`config.mk`:
```
export PLATFORM = sky130hd
export DESIGN_NAME = serial_addsub_nbit_flat
export DESIGN_NICKNAME = d
export VERILOG_FILES = /design/src/rtl/serial_addsub_nbit_pkg.sv /design/src/rtl/serial_addsub_nbit_if.sv /design/src/rtl/serial_addsub_nbit_fa_cell.sv /design/src/rtl/serial_addsub_nbit.sv /design/src/flat_wrapper.sv
export SDC_FILE = /design/constraint.sdc
export NUM_CORES = 1
export LEC_CHECK = 0
export CAP_MARGIN = 20
export CORE_MARGIN = 4
export CORE_UTILIZATION = 45
export CTS_CLUSTER_DIAMETER = 150
export DETAILED_ROUTE_END_ITERATION = 16
export PLACE_DENSITY = 0.73
export SLEW_MARGIN = 20
export SYNTH_ARGS = -nofsm -noshare
export SYNTH_HDL_FRONTEND = slang
export SYNTH_HIERARCHICAL = 1
export SYNTH_SLANG_ARGS = --single-unit
```
`constraint.sdc`:
```
create_clock -name clk -period 1.56 [get_ports clk]
set_clock_uncertainty 0.2 [all_clocks]
set_input_delay 0.312 -clock clk [delete_from_list [all_inputs] [get_ports clk]]
set_output_delay 0.312 -clock clk [all_outputs]
set_load 0.005 [all_outputs]
```
`src/rtl/serial_addsub_nbit_pkg.sv`:
```
// serial_addsub_nbit_pkg: FSM state encodings and default width shared by the serial adder and its controller
package serial_addsub_nbit_pkg;
  localparam int DEF_WIDTH = 4;
  typedef enum logic [1:0] {ST_IDLE = 2'd0, ST_SHIFT = 2'd1, ST_DONE = 2'd2} state_t;
endpackage

```
`src/rtl/serial_addsub_nbit_if.sv`:
```
// serial_addsub_nbit_if: start/busy/done bus between controller and serial adder (ovf with SERIAL_ADDSUB_OVF_EN)
interface serial_addsub_nbit_if
  import serial_addsub_nbit_pkg::*;
#(parameter int WIDTH = DEF_WIDTH);
  logic start, sub, cout, busy, done;
  logic [WIDTH-1:0] a, b, sum;
`ifdef SERIAL_ADDSUB_OVF_EN
  logic ovf;
  modport master (output start, sub, a, b, input sum, cout, busy, done, ovf);
  modport slave (input start, sub, a, b, output sum, cout, busy, done, ovf);
`else
  modport master (output start, sub, a, b, input sum, cout, busy, done);
  modport slave (input start, sub, a, b, output sum, cout, busy, done);
`endif
endinterface

```
`src/rtl/serial_addsub_nbit_fa_cell.sv`:
```
// fa_cell: combinational 1-bit full adder reused once per clock by the serial datapath
module fa_cell (
  input  logic a_i,
  input  logic b_i,
  input  logic cin_i,
  output logic sum_o,
  output logic cout_o
);
  assign sum_o  = a_i ^ b_i ^ cin_i;
  assign cout_o = (a_i & b_i) | (cin_i & (a_i ^ b_i));
endmodule

```
`src/rtl/serial_addsub_nbit.sv`:
```
// serial_addsub_nbit: LSB-first bit-serial add/subtract, one bit per clock
// Optional signed overflow output enabled by SERIAL_ADDSUB_OVF_EN.
module serial_addsub_nbit
  import serial_addsub_nbit_pkg::*;
#(parameter int WIDTH = DEF_WIDTH) (
  input logic clk,
  input logic rst_n,
  serial_addsub_nbit_if.slave bus
);
  localparam int CNT_W = $clog2(WIDTH) + 1;
  state_t state_q, state_d;
  logic [WIDTH-1:0] opa_q, opa_d, opb_q, opb_d, res_q, res_d, sum_q, sum_d;
  logic [CNT_W-1:0] cnt_q, cnt_d;
  logic carry_q, carry_d, cout_q, cout_d, fa_s, fa_c, accept, last;
  fa_cell u_fa (.a_i(opa_q[0]), .b_i(opb_q[0]), .cin_i(carry_q), .sum_o(fa_s), .cout_o(fa_c));
  assign accept = (state_q != ST_SHIFT) && bus.start;
  assign last   = (state_q == ST_SHIFT) && (cnt_q == CNT_W'(WIDTH - 1));
  always_comb begin
    state_d = state_q;
    opa_d   = opa_q;
    opb_d   = opb_q;
    res_d   = res_q;
    sum_d   = sum_q;
    cnt_d   = cnt_q;
    carry_d = carry_q;
    cout_d  = cout_q;
    if (accept) begin
      opa_d   = bus.a;
      opb_d   = bus.sub ? ~bus.b : bus.b;
      carry_d = bus.sub;
      cnt_d   = '0;
      state_d = ST_SHIFT;
    end else if (state_q == ST_SHIFT) begin
      opa_d   = opa_q >> 1;
      opb_d   = opb_q >> 1;
      res_d   = {fa_s, res_q[WIDTH-1:1]};
      carry_d = fa_c;
      cnt_d   = cnt_q + CNT_W'(1);
      state_d = last ? ST_DONE : ST_SHIFT;
      sum_d   = last ? res_d : sum_q;
      cout_d  = last ? fa_c : cout_q;
    end else begin
      state_d = ST_IDLE;
    end
  end
  always_ff @(posedge clk or negedge rst_n) begin
    if (!rst_n) begin
      state_q <= ST_IDLE;
      opa_q   <= '0;
      opb_q   <= '0;
      res_q   <= '0;
      sum_q   <= '0;
      cnt_q   <= '0;
      carry_q <= 1'b0;
      cout_q  <= 1'b0;
    end else begin
      state_q <= state_d;
      opa_q   <= opa_d;
      opb_q   <= opb_d;
      res_q   <= res_d;
      sum_q   <= sum_d;
      cnt_q   <= cnt_d;
      carry_q <= carry_d;
      cout_q  <= cout_d;
    end
  end
  assign bus.sum  = sum_q;
  assign bus.cout = cout_q;
  assign bus.busy = (state_q == ST_SHIFT);
  assign bus.done = (state_q == ST_DONE);
`ifdef SERIAL_ADDSUB_OVF_EN
  // On the last bit carry_q is the carry into the MSB and fa_c the carry out of it.
  logic ovf_q;
  always_ff @(posedge clk or negedge rst_n) begin
    if (!rst_n) ovf_q <= 1'b0;
    else if (last) ovf_q <= carry_q ^ fa_c;
  end
  assign bus.ovf = ovf_q;
`endif
endmodule

```
`src/flat_wrapper.sv`:
```
// flat-port wrapper written by rule: the top's interface ports become plain ports
module serial_addsub_nbit_flat import serial_addsub_nbit_pkg::*;
#(parameter int WIDTH = DEF_WIDTH)
  (clk, rst_n, bus_start, bus_sub, bus_a, bus_b, bus_sum, bus_cout, bus_busy, bus_done);
  serial_addsub_nbit_if #(.WIDTH(WIDTH)) bus_i ();
  input logic clk;
  input logic rst_n;
  input wire logic [$bits(bus_i.start)-1:0] bus_start;
  input wire logic [$bits(bus_i.sub)-1:0] bus_sub;
  input wire logic [$bits(bus_i.a)-1:0] bus_a;
  input wire logic [$bits(bus_i.b)-1:0] bus_b;
  output wire logic [$bits(bus_i.sum)-1:0] bus_sum;
  output wire logic [$bits(bus_i.cout)-1:0] bus_cout;
  output wire logic [$bits(bus_i.busy)-1:0] bus_busy;
  output wire logic [$bits(bus_i.done)-1:0] bus_done;
  assign bus_i.start = bus_start;
  assign bus_i.sub = bus_sub;
  assign bus_i.a = bus_a;
  assign bus_i.b = bus_b;
  assign bus_sum = bus_i.sum;
  assign bus_cout = bus_i.cout;
  assign bus_busy = bus_i.busy;
  assign bus_done = bus_i.done;
  serial_addsub_nbit #(.WIDTH(WIDTH)) u_core (.clk(clk), .rst_n(rst_n), .bus(bus_i));
endmodule
```
---- Word-level counts from Yosys, hierarchy flattened ----
Index checks and enable logic that the tools add are counted.
cells by class
  $add $sub $neg .......................... 1
  eq/ne operators ......................... 4
  mux-type cells .......................... 12
  bitwise operators ....................... 7
  reductions and logical operators ........ 5
operators with widths
  cell                   number
  $mux W4                5
  $mux W2                3
  $mux W3                2
  $not A4 Y4             1
  $add A3 B1 Y3 const B  1
  $eq A3 B2 Y1 const B   1
  $reduce_and A3 Y1      1
  $and A1 B1 Y1          2
  $eq A2 B1 Y1 const B   1
  $eq A2 B2 Y1 const B   1
  $logic_and A1 B1 Y1    2
  $mux W1                2
  $ne A2 B1 Y1 const B   1
  $reduce_and A2 Y1      1
  $reduce_bool A2 Y1     1
  $xor A1 B1 Y1          2
  $not A1 Y1             1
  $or A1 B1 Y1           1
storage, ports and cells
  bits in registers ....................... 23
  input bits .............................. 12
  output and inout bits ................... 7
  logic and storage cells ................. 37

---- Depth between registers and ports, before layout ----
  word-level depth ........................ 5
  depth in mapped cells ................... 5
  mapped depth without buffers ............ 4

---- Modules after synthesis ----
Netlist, hierarchy kept.
by module, submodules not included
  module              instances  cells an instance  area each (um2)  seq. area each (um2)
  serial_addsub_nbit  1          85                 992.2            550.5
  fa_cell             1          1                  20.0             0.0

---- Worst setup path after synthesis ----
No wires, ideal clock.
  path kind ............................... register -> register
  start ................................... register u_core.cnt_q[0]
  end ..................................... register u_core.cout_q (netlist: u_core/bus.cout)
  library setup time ...................... 0.125 ns
  data arrival time ....................... 1.171 ns
  required time ........................... 1.235 ns
  path slack .............................. 0.064 ns
  cell stages (with the launch flop) ...... 5
  buffers on the path ..................... 0
  period minus slack after synthesis ...... 1.496 ns
  cell sequence ........................... dfrtp_1 ha_1 ha_1 nand2_4 mux2_4
between the ends
  longest elaborated chain between the ends .. 3
RTL lines
  what                         RTL line                  source
  start: declaration           serial_addsub_nbit.sv:13  logic [CNT_W-1:0] cnt_q, cnt_d;
  start signal: assignment     serial_addsub_nbit.sv:62  cnt_q <= cnt_d;
  $eq A3 B2 Y1                 serial_addsub_nbit.sv:17  assign last = (state_q == ST_SHIFT) && (cnt_q == CNT_W'(WIDTH - 1));
  $logic_and A1 B1 Y1          serial_addsub_nbit.sv:17
  $reduce_and A3 Y1 (no line)  n/a
  end signal: assignment       serial_addsub_nbit.sv:64  cout_q <= cout_d;
  end: declaration             serial_addsub_nbit.sv:14  logic carry_q, carry_d, cout_q, cout_d, fa_s, fa_c, accept, last;
No other way between the ends.
A chain may end at the register's enable or synchronous reset.

---- Worst setup path in the final report ----
  start ................................... register u_core.state_q[0]
  end ..................................... output port bus_done
between the ends
  longest elaborated chain between the ends .. 1
RTL lines
  what                      RTL line                  source
  start: declaration        serial_addsub_nbit.sv:11  state_t state_q, state_d;
  start signal: assignment  serial_addsub_nbit.sv:57  state_q <= state_d;
  $eq A2 B2 Y1              serial_addsub_nbit.sv:70  assign bus.done = (state_q == ST_DONE);
  end: declaration          flat_wrapper.sv:15        output wire logic [$bits(bus_i.done)-1:0] bus_done;
No other way between the ends.

==> flow_metrics.env <==
export IMPL_die_area_um2=3072
export IMPL_post_route_util_pct=66.42
export IMPL_seq_power_share_pct=40.7
export IMPL_run_status="completed"
export IMPL_startpoint="u_core/state_q[0]"
export IMPL_rsz0062_at_grt="true"
export IMPL_postSynthCellCount=86
export IMPL_netlist_area_leader_share_pct=54.39
export IMPL_dp_slack_ps=-86.80
export IMPL_startpoint_type="flip-flop"
export IMPL_fin_ws_ps=10.63
export IMPL_slowest_delay_ps=430
export IMPL_rows=16
export IMPL_grt_overflow_total=0
export IMPL_coreArea_um2=2042
export IMPL_finalCritPeriodShare_pct=99.32
export IMPL_path_buf_inv=1
export IMPL_met1_length_um=869
export IMPL_antenna_found_initial=0
export IMPL_p_sw_mw=0.7749
export IMPL_die_w_um=55.43
export IMPL_grt_max_degree=23
export IMPL_grt_pass1_wl_mm=3.174
export IMPL_floorplan_initialDensity_pct=49.57
export IMPL_fin_setup_tns_ps=0
export IMPL_top_layer="met4"
export IMPL_path_delay_family="flip-flops"
export IMPL_clock_latency_ps=310
export IMPL_drcViolationCount=0
export IMPL_internal_power_mw=1.562
export IMPL_gp_congestion=0.6734
export IMPL_ctsLongestPathBuffers=2
export IMPL_track_usage_pct=13.11
export IMPL_tritoncts="built"
export IMPL_combPwrFrac_pct=45.7
export IMPL_worst_slew_margin_rel_pct=80.89
export IMPL_dpl_hpwl_mm=1.267
export IMPL_drive_gt1_share_pct=26.27
export IMPL_ys_ff_latch=22
export IMPL_port_buffers=18
export IMPL_leakagePower_nw=0.6931
export IMPL_setup_viol=0
export IMPL_reg2reg_from="u_core/opa_q[0]"
export IMPL_viasPerCell=4.772
export IMPL_final_antenna_net_count=0
export IMPL_syn_area_um2=1012
export IMPL_cp_arrival_ps=1040
export IMPL_endpoint_kind="primary output"
export IMPL_cts_root_buf="clkbuf_4"
export IMPL_yosysWarnings=6
export IMPL_syn_avg_cell_area_um2=11.77
export IMPL_synth_nets=101
export IMPL_slew_viol_final=0
export IMPL_seq_area_frac_synth_pct=54.39
export IMPL_routedWlPerCell_um=12.83
export IMPL_vias=692
export IMPL_power_density_nw_per_um2=1723
export IMPL_diodes=0
export IMPL_cp_max_fo=2
export IMPL_drv_cap=0
export IMPL_cp_cell_sequence="and2b_1 -> buf_2"
export IMPL_p_sw_share_pct=33.15
export IMPL_worst_endpoint_required_ps=1050
export IMPL_pwr_share_clk_pct=13.6
export IMPL_synth_area_leader_cell="dfrtp_1"
export IMPL_clk_pin_slew_ps=120
export IMPL_htreeDepth=1
export IMPL_cts_hold_buf=0
export IMPL_wl_mm=1.861
export IMPL_period_minus_slack_ps=1549
export IMPL_ios=19
export IMPL_die_y_um=55.43
export IMPL_dr_pass1_iters=4
export IMPL_clkSinkCount=22
export IMPL_hold_violations=0
export IMPL_vdd_ir_drop_max_mv=1.096
export IMPL_wl_met2_um=871
export IMPL_hold_class="primary input to asynchronous set/reset pin"
export IMPL_power_mw=2.337
export IMPL_max_freq_mhz=645.4
export IMPL_grt_pass1_vias=700
export IMPL_nNetsFinal=134
export IMPL_critical_path_class="flip-flop to primary output"
export IMPL_ys_top_cells_by_area="dfrtp_1 (54%), mux2i_1 (7.9%), mux2_4 (7.4%), nand2_1 (6.3%), o21ai_0 (4.9%)"
export IMPL_area_growth_synth_to_final_pct=33.99
export IMPL_wl_met3_um=89
export IMPL_critPathSlowestCell="dfrtp_1"
export IMPL_worst_pin_slew_ps=286.7
export IMPL_numCtsBuffers=3
export IMPL_drtIter0Drc=14
export IMPL_ys_types=21
-- power groups by stage --
stage	Clock (mW)	Combinational [mW]	Sequential, mW
3_5_place_dp	0	0.994	0.970
5_1_grt	0.355	1.19	0.988
2_1_floorplan	0	0.619	0.945
3_3_place_gp	0	0.957	0.958
6_report	0.317	1.07	0.952
4_1_cts	0.334	1.04	0.950
-- worst reg2reg max path, cell delays in order (launching register included) --
cell and delay, ps:
dfrtp_1 430, fa_1 500, mux2_4 280
-- synth_stat cells --
| master | count |
|---|---|
| ha_1 | 2 |
| inv_6 | 1 |
| xor2_1 | 3 |
| mux2i_1 | 8 |
| dfrtp_1 | 22 |
| nor2_1 | 2 |
| inv_1 | 2 |
| xnor2_1 | 1 |
| buf_4 | 1 |
| mux2_2 | 1 |
| a21oi_1 | 2 |
| buf_2 | 3 |
| fa_1 | 1 |
| or3_1 | 1 |
| o21ai_0 | 10 |
| nand2_4 | 1 |
| nand2_1 | 17 |
| nand2b_4 | 1 |
| and2b_1 | 1 |
| nand2b_1 | 1 |
| mux2_4 | 5 |
-- flip-flops by register name (all words and copies together), names as in the netlist --
signal,flops
u_core/bus.cout,1
u_core/bus.sum,4
u_core/carry_q,1
u_core/cnt_q,3
u_core/opa_q,4
u_core/opb_q,4
u_core/res_q,3
u_core/state_q,2
-- cells by family (layout without fill, tap and decap cells) --
family / Yosys count / in the layout / share of synthesized area, %
AO/OA/AOI/OAI: 12 / 12 / 5.933
XOR/XNOR: 4 / 4 / 3.462
adder cells (fa/ha/maj): 3 / 3 / 4.450
buffers and inverters: 7 / 39 / 3.832
flip-flops: 22 / 22 / 54.39
multiplexers: 14 / 14 / 16.44
AND/OR/NAND/NOR: 24 / 24 / 11.50
-- repair_timing --
item	in CTS	in global routing
endpoints found under the hold margin	0	0
pin swaps	1	1
endpoints found under the setup margin	12	7
buffers inserted	6	1
resized for setup	14	4
-- layer usage --
| layer | vias up | GRT usage (%) |
|---|---|---|
| li1 | 344 | - |
| met1 | 329 | 16.49 |
| met2 | 15 | 20.78 |
| met3 | 4 | 2.797 |
| met4 | 0 | 7.292 |
| met5 | - | 0 |
-- cells in the final DEF, fill, tap and decap left out, types with 2 or more instances in the layout --
cell / n
nand2_1: 17
inv_1: 2
o21ai_0: 10
dfrtp_1: 22
xor2_1: 3
nor2_1: 2
mux2i_1: 8
ha_2: 2
mux2_4: 5
buf_6: 2
buf_4: 12
clkbuf_4: 3
dlygate4sd2_1: 5
clkdlybuf4s50_1: 11
a21oi_1: 2
-- cell type report --
class | instances | area (um2)
clock buffers | 4 | 36.28
fillers | 173 | 685.7
inverters | 3 | 16.27
multi-input cells | 57 | 427.9
flip-flops and latches | 22 | 550.5
well taps | 27 | 33.78
repair buffers | 32 | 291.5
-- per-stage QoR --
stage	instance area (um2)	cells	hold WS [ps]
global placement	1269	134	252.8
finish	1356	145	130.6
detailed placement	1269	134	269.0
floorplan	1012	86	-183.6
global route	1356	145	131.5
CTS	1336	144	125.4
-- final timing paths --
| kind | to | slack, ps | depth (start not counted) |
|---|---|---|---|
| max | bus_done | 10 | 2 |
| min | u_core/bus.sum[1] | 130 | 2 |
| max reg2reg | u_core/bus.sum[3] | 50 | 2 |
| min reg2reg | u_core/res_q[1] | 290 | 2 |
| max in group asynchronous | u_core/opb_q[1] | 800 | 2 |
| min in group clk | u_core/res_q[1] | 290 | 2 |
(Power assumes the default switching activity.)
